[config.mk]
export PLATFORM = sky130hd
export DESIGN_NAME = windower_serial_ctrl
export DESIGN_NICKNAME = d
export VERILOG_FILES = /design/src/rtl/windower_serial_ctrl.sv
export SDC_FILE = /design/constraint.sdc
export NUM_CORES = 1
export LEC_CHECK = 0
export BUFFER_PORTS_ARGS = -buffer_cell sky130_fd_sc_hd__buf_2
export CORE_UTILIZATION = 53
export CTS_CLUSTER_DIAMETER = 50
export CTS_CLUSTER_SIZE = 20
export DETAILED_ROUTE_END_ITERATION = 6
export GPL_TIMING_DRIVEN = 1
export PLACE_DENSITY = 0.75
export SLEW_MARGIN = 5
export SYNTH_ARGS = -nofsm -noshare
export SYNTH_HDL_FRONTEND = slang
export SYNTH_SLANG_ARGS = --single-unit
export TNS_END_PERCENT = 20
[constraint.sdc]
create_clock -name clk -period 3 [get_ports clk]
set_input_delay 0.9 -clock clk [delete_from_list [all_inputs] [get_ports clk]]
set_output_delay 0.9 -clock clk [all_outputs]
set_load 0.02 [all_outputs]
[src/rtl/windower_serial_ctrl.sv]
// Frame sequencer for the serial windower: primes the windower, streams one frame of beats from
// the source RAM, drains until output goes quiet, then reports. Optional stall counter: WIN_CTRL_PERF_EN.
module windower_serial_ctrl #(
    parameter  int LOG2_IMG_SIZE = 5,
    parameter  int SER_CYC       = 4,
    parameter  int FLUSH_CYC     = 20,
    parameter  int CNT_W         = 16,
    localparam int ADDR_W        = LOG2_IMG_SIZE + $clog2(SER_CYC),
    localparam int BEATS         = 2**ADDR_W
) (
    input  logic              clk,
    input  logic              rst,
    input  logic              start,
    input  logic              hold,
    output logic              rd_en,
    output logic [ADDR_W-1:0] rd_addr,
    output logic              win_vld,
    output logic              win_ser_rst,
    input  logic              win_vld_out,
    output logic              busy,
    output logic              done,
    output logic [CNT_W-1:0]  out_cnt,
`ifdef WIN_CTRL_PERF_EN
    output logic [CNT_W-1:0]  stall_cnt,
`endif
    output logic [CNT_W-1:0]  frame_cnt
);

    localparam int FL_W = $clog2(FLUSH_CYC);

    typedef enum logic [2:0] {
        S_IDLE,
        S_PRIME,
        S_STREAM,
        S_FLUSH,
        S_DONE
    } state_t;

    state_t             state_q;
    logic [ADDR_W-1:0]  rd_addr_q;
    logic               win_vld_q;
    logic               ser_rst_q;
    logic               busy_q;
    logic               done_q;
    logic [FL_W-1:0]    flush_q;
    logic [CNT_W-1:0]   win_cnt_q;
    logic [CNT_W-1:0]   win_cnt_d;
    logic [CNT_W-1:0]   out_cnt_q;
    logic [CNT_W-1:0]   frame_cnt_q;

    // Read strobe follows hold directly so a stall takes effect in the same cycle.
    assign rd_en = (state_q == S_STREAM) && !hold;

    always_comb begin
        win_cnt_d = win_cnt_q;
        if (win_vld_out && (win_cnt_q != {CNT_W{1'b1}})) begin
            win_cnt_d = win_cnt_q + CNT_W'(1);
        end
    end

`ifdef WIN_CTRL_PERF_EN
    logic [CNT_W-1:0] stall_q;
    logic [CNT_W-1:0] stall_d;

    always_comb begin
        stall_d = stall_q;
        if (hold && (stall_q != {CNT_W{1'b1}})) begin
            stall_d = stall_q + CNT_W'(1);
        end
    end

    always_ff @(posedge clk or posedge rst) begin
        if (rst) begin
            stall_q <= '0;
        end else if (state_q == S_PRIME) begin
            stall_q <= '0;
        end else if (state_q == S_STREAM) begin
            stall_q <= stall_d;
        end
    end

    assign stall_cnt = stall_q;
`endif

    always_ff @(posedge clk or posedge rst) begin
        if (rst) begin
            state_q     <= S_IDLE;
            rd_addr_q   <= '0;
            win_vld_q   <= 1'b0;
            ser_rst_q   <= 1'b0;
            busy_q      <= 1'b0;
            done_q      <= 1'b0;
            flush_q     <= '0;
            win_cnt_q   <= '0;
            out_cnt_q   <= '0;
            frame_cnt_q <= '0;
        end else begin
            // The RAM has one cycle of read latency, so valid trails the read strobe.
            win_vld_q <= rd_en;
            ser_rst_q <= 1'b0;
            done_q    <= 1'b0;
            case (state_q)
                S_IDLE: begin
                    if (start) begin
                        state_q   <= S_PRIME;
                        ser_rst_q <= 1'b1;
                        busy_q    <= 1'b1;
                        rd_addr_q <= '0;
                    end
                end
                S_PRIME: begin
                    state_q   <= S_STREAM;
                    rd_addr_q <= '0;
                    win_cnt_q <= CNT_W'(win_vld_out);
                end
                S_STREAM: begin
                    win_cnt_q <= win_cnt_d;
                    if (!hold) begin
                        rd_addr_q <= rd_addr_q + ADDR_W'(1);
                        if (rd_addr_q == ADDR_W'(BEATS - 1)) begin
                            state_q <= S_FLUSH;
                            flush_q <= '0;
                        end
                    end
                end
                S_FLUSH: begin
                    win_cnt_q <= win_cnt_d;
                    if (win_vld_out) begin
                        flush_q <= '0;
                    end else if (flush_q == FL_W'(FLUSH_CYC - 1)) begin
                        state_q <= S_DONE;
                        done_q  <= 1'b1;
                    end else begin
                        flush_q <= flush_q + FL_W'(1);
                    end
                end
                S_DONE: begin
                    state_q     <= S_IDLE;
                    busy_q      <= 1'b0;
                    out_cnt_q   <= win_cnt_q;
                    frame_cnt_q <= frame_cnt_q + CNT_W'(1);
                end
                default: begin
                    state_q <= S_IDLE;
                    busy_q  <= 1'b0;
                end
            endcase
        end
    end

    assign rd_addr     = rd_addr_q;
    assign win_vld     = win_vld_q;
    assign win_ser_rst = ser_rst_q;
    assign busy        = busy_q;
    assign done        = done_q;
    assign out_cnt     = out_cnt_q;
    assign frame_cnt   = frame_cnt_q;

endmodule

==> results.toml, run 1 <==
[outcome]
outcome = "completed"

[final_layout]
final_layout_size_suffix_gt1_share_pct = 26.5
final_layout_net_count = 362
final_util_pct = 67.3
mostFrequentLayoutCells = "dfrtp_1 (67), buf_2 (48), nand2_1 (20), o21ai_0 (20), mux2_2 (17)"
areaGrowthSynthToFinish_pct = 19.3
antennaDiodeCount = 0
design_area_um2 = 3790
final_common_cell = "dfrtp_1"

[clocking]
cts-root-to-sink-buffers = 2
clock_latency_ns = 0.34
numCtsBuffers = 9
clock-sinks = 67
tritoncts = "built"
post_cts.repair.setup_buffers = 0
cts.hold.buffers_added = 0
cts_repair_resize_count = 0
clk_pin_slew_ns = 0.07
buffer_type_at_the_clock_tree_root = "clkbuf_8"
cts_htree_levels = 3

[critical_path]
critPathCaptureType = "primary output"
crit_arrival_ns = 1.92
worst_ep_required_time_ns = 2.10
critical_path_peak_fanout = 4
start_kind = "input port"
timing_worst_setup_path_type = "input port to primary output"

[logic_synthesis]
synthesis.area_um2 = 3180
synth-async-reset-ratio_pct = 100
mappedNetlistNets = 307
synth.distinct_cells = 50
synth_flop_cell = "dfrtp_1"
synth_warnings = 0
syn-mean-instance-area_um2 = 10.7
synth.yosys.seq_area_share_pct = 52.7
synth_enable_flop_cells = 0
synth.ff_latch_count = 67
netlist_instances = 298

[sta]
timing_max_transition_violations_final = 0
rsz0062_at_grt = "false"
post-route-min-period_ns = 2.82
max_slew.worst_pin.slew_ns = 0.795
max_clock_freq_ghz = 0.354
setup-violations-final = 0
final.period_utilization_pct = 94.2
fin_skew_ns = 0.00862
slew-limit-headroom_pct = 46.9
setup_tns_ns = 0
final.hold.worst_slack_ns = 0.464
report.final.hold_viol_count = 0

[grt]
global_route.usage.total_pct = 21.9
first_pass_grt_wire_length_mm = 10.5
grt_max_degree = 40
grt_antenna_before_repair = 0
grt_remaining_overflow = 0
first_global_vias = 2305

[floorplan]
fp.coreArea_um2 = 5640
initial_core_util_pct = 56.4
design.die.area_um2 = 6320
pin_count = 49
die-height_um = 79.5
std_cell_rows = 27
die_x_um = 79.5

[drt]
via_per_inst = 5.72
wl_per_cell_um = 14.7
drc_errors = 0
num_vias = 2458
drtAntennaViolNets = 0
drt_wl_total_mm = 6.33
detailed_router_iteration_count_before_antenna_repair = 4
drt_iter0_markers = 158

[pwr]
power_density_nw_per_um2 = 658
design_power_total_uw = 2500
power_leakage_uw = 0.00189
max-vdd-ir-drop_v = 0.000462

[worst_hold_path]
hold_path.class = "register to register"

[run]
drv_cap = 0

[place]
placement.cell_area_um2 = 3540
port_bufs = 48
globalplace.congestion = 0.846
place_hpwl_mm = 4.36
-- flip-flops by register name, summed over array words and instances, names as in the netlist --
signal / flops
win_ser_rst: 1
frame_cnt: 16
out_cnt: 16
done: 1
win_cnt_q: 16
win_vld: 1
flush_q: 5
rd_addr: 7
state_q: 3
busy: 1
-- cells in the mapped netlist (all sizes together) (2+ instances only) --
library cell,count,share of area [%]
nor2b,2,0.39
a21o,5,1.2
dfrtp,67,53
nor3b,3,1.1
inv,11,1.3
a31oi,10,2.0
ha,4,1.6
and4,2,0.55
o22a,4,1.1
xor2,5,1.4
a22o,3,0.83
and3,5,0.98
nand2,20,2.4
nor2,16,1.9
or3b,2,0.55
mux2,17,6.0
a221o,2,0.63
buf,4,0.63
nor4,5,1.2
nand2b,3,0.59
nor3,10,1.6
clkbuf,9,1.1
o211ai,2,0.47
a21oi,6,0.94
or2,2,0.39
nand4,14,2.8
o21ai,21,3.3
mux2i,3,0.94
a2bb2oi,2,0.55
nand3,12,1.9
xnor2,12,3.3
-- through the flow --
stage	cells	worst slack, ns
3_3_place_gp	414	0.187
5_1_grt	430	0.132
2_1_floorplan	298	0.305
6_report	430	0.175
4_1_cts	430	0.175
3_5_place_dp	414	0.176
-- report_power, final --
| group | switching [µW] | internal, µW | total [µW] |
|---|---|---|---|
| Sequential | 136 | 997 | 1130 |
| Combinational | 233 | 169 | 401 |
| Clock | 327 | 636 | 963 |
-- layer usage --
| metal | GRT usage [%] | vias up | wire length (µm) |
|---|---|---|---|
| met5 | 0 | - | 0 |
| met4 | 9.09 | 0 | 76 |
| li1 | - | 1211 | - |
| met2 | 33.0 | 55 | 2920 |
| met3 | 5.94 | 6 | 281 |
| met1 | 29.7 | 1186 | 3060 |
-- final timing paths --
check | endpoint | slack (ns) | cells past startpoint | startpoint
min in group asynchronous | frame_cnt[15] | 0.71 | 2 | rst
worst max register to register | flush_q[2] | 1.06 | 5 | rd_addr[0]
worst max-delay path | rd_en | 0.18 | 4 | hold
max in group asynchronous | win_cnt_q[2] | 1.67 | 3 | rst
worst min-delay path | frame_cnt[15] | 0.46 | 1 | frame_cnt[15]
worst min register to register | frame_cnt[15] | 0.46 | 1 | frame_cnt[15]
-- worst max-delay path, stage by stage --
cell and delay (ns):
buf_2 0.11, or4b_2 0.66, inv_1 0.10, buf_2 0.16
-- cell type report --
type,count,area (µm²)
Tap cell,72,90.1
Sequential cell,67,1680
Fill cell,464,1850
Clock inverter,5,125
Inverter,11,41.3
Multi-Input combinational cell,207,1410
Timing Repair Buffer,57,320
Clock buffer,11,131
-- kinds of logic after synthesis --
logic type,after synthesis,share of synthesized area [%]
fa+ha+maj,4,1.57
mux,20,6.96
compound gates,65,13.6
buf+inv,24,2.99
simple gates,101,17.5
flops,67,52.7
xor+xnor,17,4.68
No activity file was read; power rests on OpenSTA's default activity.
==> run 2: changes to the inputs <==
Clock period 3 ns to 3.5 ns, I/O delays scaled along.
==> results.toml, run 2 (same netlist as run 1, synthesis figures left out) <==
[critical_path]
cpMostUsedCell = "buf_2"
beginning_of_the_worst_register_to_register_path = "state_q[1]"
worst_ep_required_time_ns = 2.45
kind_of_cell_adding_the_most_delay_to_the_critical_path = "simple AND/OR/NAND/NOR gates"
cp_slowest_stage_delay_ns = 0.66
slowest_stage = "or4b_2"
start_kind = "input port"
critical_path_peak_fanout = 7
critical_path.n_buffers_inverters = 3
crit_arrival_ns = 2.22
worstPathCellList = "buf_2, or4b_2, inv_1, buf_2"
critPathCaptureType = "primary output"
critPathLaunch = "hold"
timing_worst_setup_path_type = "input port to primary output"

[pwr]
netSwitchingFraction_pct = 31.4
power_density_nw_per_um2 = 507
intPower_uw = 1280
power_leakage_uw = 0.00184
max-vdd-ir-drop_v = 0.000360
seq_power_share_pct = 52.1
relative_contribution_of_the_clock_network_to_total_power_pct = 29.8
p_comb_share_pct = 18.1
power.net_switching_uw = 584

[clocking]
cts-root-to-sink-buffers = 2
tritoncts = "built"
clock-sinks = 67
clk_pin_slew_ns = 0.07
clock_latency_ns = 0.34
post_cts.repair.setup_buffers = 0
buffer_type_at_the_clock_tree_root = "clkbuf_8"
cts.hold.buffers_added = 0
numCtsBuffers = 9
cts_repair_resize_count = 0
cts_htree_levels = 3

[grt]
grt_remaining_overflow = 0
first_pass_grt_wire_length_mm = 10.0
grt_antenna_before_repair = 0
grt_max_degree = 68
global_route.usage.total_pct = 20.9
first_global_vias = 2106

[sta]
max_slew.worst_pin.slew_ns = 1.05
report.final.hold_viol_count = 0
post-route-min-period_ns = 3.27
timing_max_transition_violations_final = 0
rsz0062_at_grt = "false"
max_clock_freq_ghz = 0.306
final.period_utilization_pct = 93.4
setup-violations-final = 0
setup_tns_ns = 0
fin_skew_ns = 0.0132
slew-limit-headroom_pct = 29.3

[drt]
via_per_inst = 5.66
drc_errors = 0
num_vias = 2398
drtAntennaViolNets = 0
drt_iter0_markers = 90
drt_wl_total_mm = 6.06
wl_per_cell_um = 14.3
detailed_router_iteration_count_before_antenna_repair = 4

[run]
drv_cap = 0

[final_layout]
final_util_pct = 65.1
antennaDiodeCount = 0
final_layout_size_suffix_gt1_share_pct = 25.9
final_layout_net_count = 358
final_common_cell = "dfrtp_1"
areaGrowthSynthToFinish_pct = 15.5
mostFrequentLayoutCells = "dfrtp_1 (67), buf_2 (48), nand2_1 (20), o21ai_0 (20), mux2_2 (17)"
filler_cells_inserted = 474

[place]
globalplace.congestion = 0.841
place_hpwl_mm = 4.16
port_bufs = 48

[outcome]
outcome = "completed"

[floorplan]
pin_count = 49
design.die.area_um2 = 6320
initial_core_util_pct = 56.4
die-height_um = 79.5
fp.coreArea_um2 = 5640
die_x_um = 79.5
std_cell_rows = 27

[worst_hold_path]
hold_path.class = "register to register"
worst_hold_startpoint = "frame_cnt[15]"
==> run 2: power by group through the flow <==
stage | clock (µW) | sequential, µW | combinational [µW]
2_1_floorplan | 0 | 973 | 240
3_5_place_dp | 0 | 981 | 339
4_1_cts | 566 | 967 | 340
6_report | 556 | 970 | 337
3_3_place_gp | 0 | 979 | 329
5_1_grt | 596 | 984 | 383
==> run 2: cell type report <==
class,instances,area (µm²),share of cell area (%)
clock buffer,11,151,4.12
sequential,67,1680,45.6
timing repair buffer,53,290,7.90
tap,72,90.1,2.45
clock inverter,3,15.0,0.409
inverter,11,41.3,1.12
multi-input combinational,207,1410,38.4
==> run 2: path summary, 6_finish.rpt <==
check	to	slack (ns)	cells past startpoint
setup / recovery	rd_en	0.23	4
min in group asynchronous	frame_cnt[15]	0.76	3
hold / removal	frame_cnt[15]	0.46	1
setup reg to reg	flush_q[2]	1.40	4
hold reg to reg	frame_cnt[15]	0.46	1
max in group asynchronous	frame_cnt[6]	2.43	3
==> run 2: stage by stage <==
stage | hold slack (ns) | std cells | power (µW) | worst slack [ns] | cell area [µm²]
after global placement | 0.452 | 410 | 1310 | 0.273 | 3510
after floorplan | 0.467 | 298 | 1210 | 0.505 | 3180
after CTS | 0.464 | 424 | 1870 | 0.242 | 3670
after global routing | 0.483 | 424 | 1960 | 0.180 | 3670
final | 0.459 | 424 | 1860 | 0.233 | 3670
after detailed placement | 0.450 | 410 | 1320 | 0.242 | 3510
==> run 2: per-layer routing <==
| metal | wire length [µm] | global-route usage [%] | part of all wire, % |
|---|---|---|---|
| met5 | 0 | 0 | 0 |
| met1 | 3190 | 32.5 | 53 |
| met4 | 99 | 9.09 | 1.6 |
| met3 | 251 | 5.37 | 4.1 |
| met2 | 2520 | 27.0 | 42 |
==> run 3: changes to the inputs <==
Settings changed: CORE_MARGIN set to 2.
==> results.toml, run 3 (same netlist as run 1, synthesis figures left out) <==
[outcome]
outcome = "completed"

[critical_path]
critical_path_peak_fanout = 7
timing_worst_setup_path_type = "input port to primary output"
critPathCaptureType = "primary output"
start_kind = "input port"
crit_arrival_ns = 2.19
worst_ep_required_time_ns = 2.45

[sta]
rsz0062_at_grt = "false"
slew-limit-headroom_pct = 33.9
setup_tns_ns = 0
setup-violations-final = 0
final.hold.worst_slack_ns = 0.481
timing_max_transition_violations_final = 0
post-route-min-period_ns = 3.24
fin_skew_ns = 0.00733
final.period_utilization_pct = 92.6
max_slew.worst_pin.slew_ns = 0.979
max_clock_freq_ghz = 0.308
report.final.hold_viol_count = 0

[clocking]
buffer_type_at_the_clock_tree_root = "clkbuf_8"
clk_pin_slew_ns = 0.07
numCtsBuffers = 9
tritoncts = "built"
clock-sinks = 67
clock_latency_ns = 0.34
cts_repair_resize_count = 0
cts.hold.buffers_added = 0
post_cts.repair.setup_buffers = 0
cts-root-to-sink-buffers = 2
cts_htree_levels = 3

[pwr]
power_leakage_uw = 0.00183
power_density_nw_per_um2 = 502
max-vdd-ir-drop_v = 0.000355

[grt]
grt_max_degree = 29
global_route.usage.total_pct = 21.3
grt_remaining_overflow = 0
first_pass_grt_wire_length_mm = 10.7
first_global_vias = 2297
grt_antenna_before_repair = 0

[floorplan]
std_cell_rows = 28
design.die.area_um2 = 6640
initial_core_util_pct = 54.4
pin_count = 49
die-height_um = 81.5
fp.coreArea_um2 = 5850
die_x_um = 81.5

[drt]
drc_errors = 0
wl_per_cell_um = 14.7
drtAntennaViolNets = 0
drt_wl_total_mm = 6.30
via_per_inst = 5.66
drt_iter0_markers = 158
detailed_router_iteration_count_before_antenna_repair = 4
num_vias = 2433

[final_layout]
final_layout_net_count = 359
final_common_cell = "dfrtp_1"
filler_cells_inserted = 504
areaGrowthSynthToFinish_pct = 15.1
antennaDiodeCount = 0
mostFrequentLayoutCells = "dfrtp_1 (67), buf_2 (48), nand2_1 (20), o21ai_0 (20), mux2_2 (17)"
final_layout_size_suffix_gt1_share_pct = 25.4
design_area_um2 = 3660

[place]
placement.cell_area_um2 = 3510
port_bufs = 48
place_hpwl_mm = 4.48
globalplace.congestion = 0.854

[run]
drv_cap = 0

[worst_hold_path]
hold_path.class = "register to register"
[run 3: through the flow]
stage / cells / utilization [%] / worst slack [ns] / power (µW)
after floorplan: 298 / - / 0.505 / 1210
after global placement: 414 / 59.9 / 0.274 / 1310
after detailed placement: 414 / 59.9 / 0.258 / 1320
after CTS: 430 / 62.6 / 0.260 / 1840
after global routing: 430 / 62.6 / 0.193 / 1950
final: 430 / 62.6 / 0.257 / 1840
[run 3: layout make-up]
| class | count | area (µm²) | share of cell area, % |
|---|---|---|---|
| flip-flops and latches | 67 | 1680 | 45.8 |
| multi-input cells | 207 | 1410 | 38.5 |
| repair buffers | 54 | 285 | 7.79 |
| clock buffers | 13 | 139 | 3.79 |
| well taps | 75 | 93.8 | 2.56 |
| inverters | 11 | 41.3 | 1.13 |
| clock inverters | 3 | 15.0 | 0.410 |
[run 3: where the power goes]
part           switching [µW]  internal [µW]
clock network             278            254
logic                     198            139
registers                 114            855
total                     590           1250
[run 3: per-layer routing]
layer  track usage [%]  vias up  wire length [µm]
met5                 0        -                 0
met4              9.15        0                92
met3              4.62        9               287
met2              33.5       62              2880
met1              28.5     1160              3040
li1                  -     1202                 -
[run 3: worst max-delay path, cell delays in order]
cell,delay [ns]
buf_2,0.10
or4b_2,0.65
inv_1,0.19
buf_2,0.20
[run 3: final timing paths]
| check | from | to | slack, ns | cells past startpoint |
|---|---|---|---|---|
| setup / recovery | hold | rd_en | 0.26 | 4 |
| hold / removal | frame_cnt[15] | frame_cnt[15] | 0.48 | 1 |
| setup reg to reg | state_q[0] | frame_cnt[14] | 1.40 | 5 |
| hold reg to reg | frame_cnt[15] | frame_cnt[15] | 0.48 | 1 |
| max in group asynchronous | rst | frame_cnt[0] | 1.99 | 3 |
| min in group asynchronous | rst | frame_cnt[12] | 0.76 | 2 |
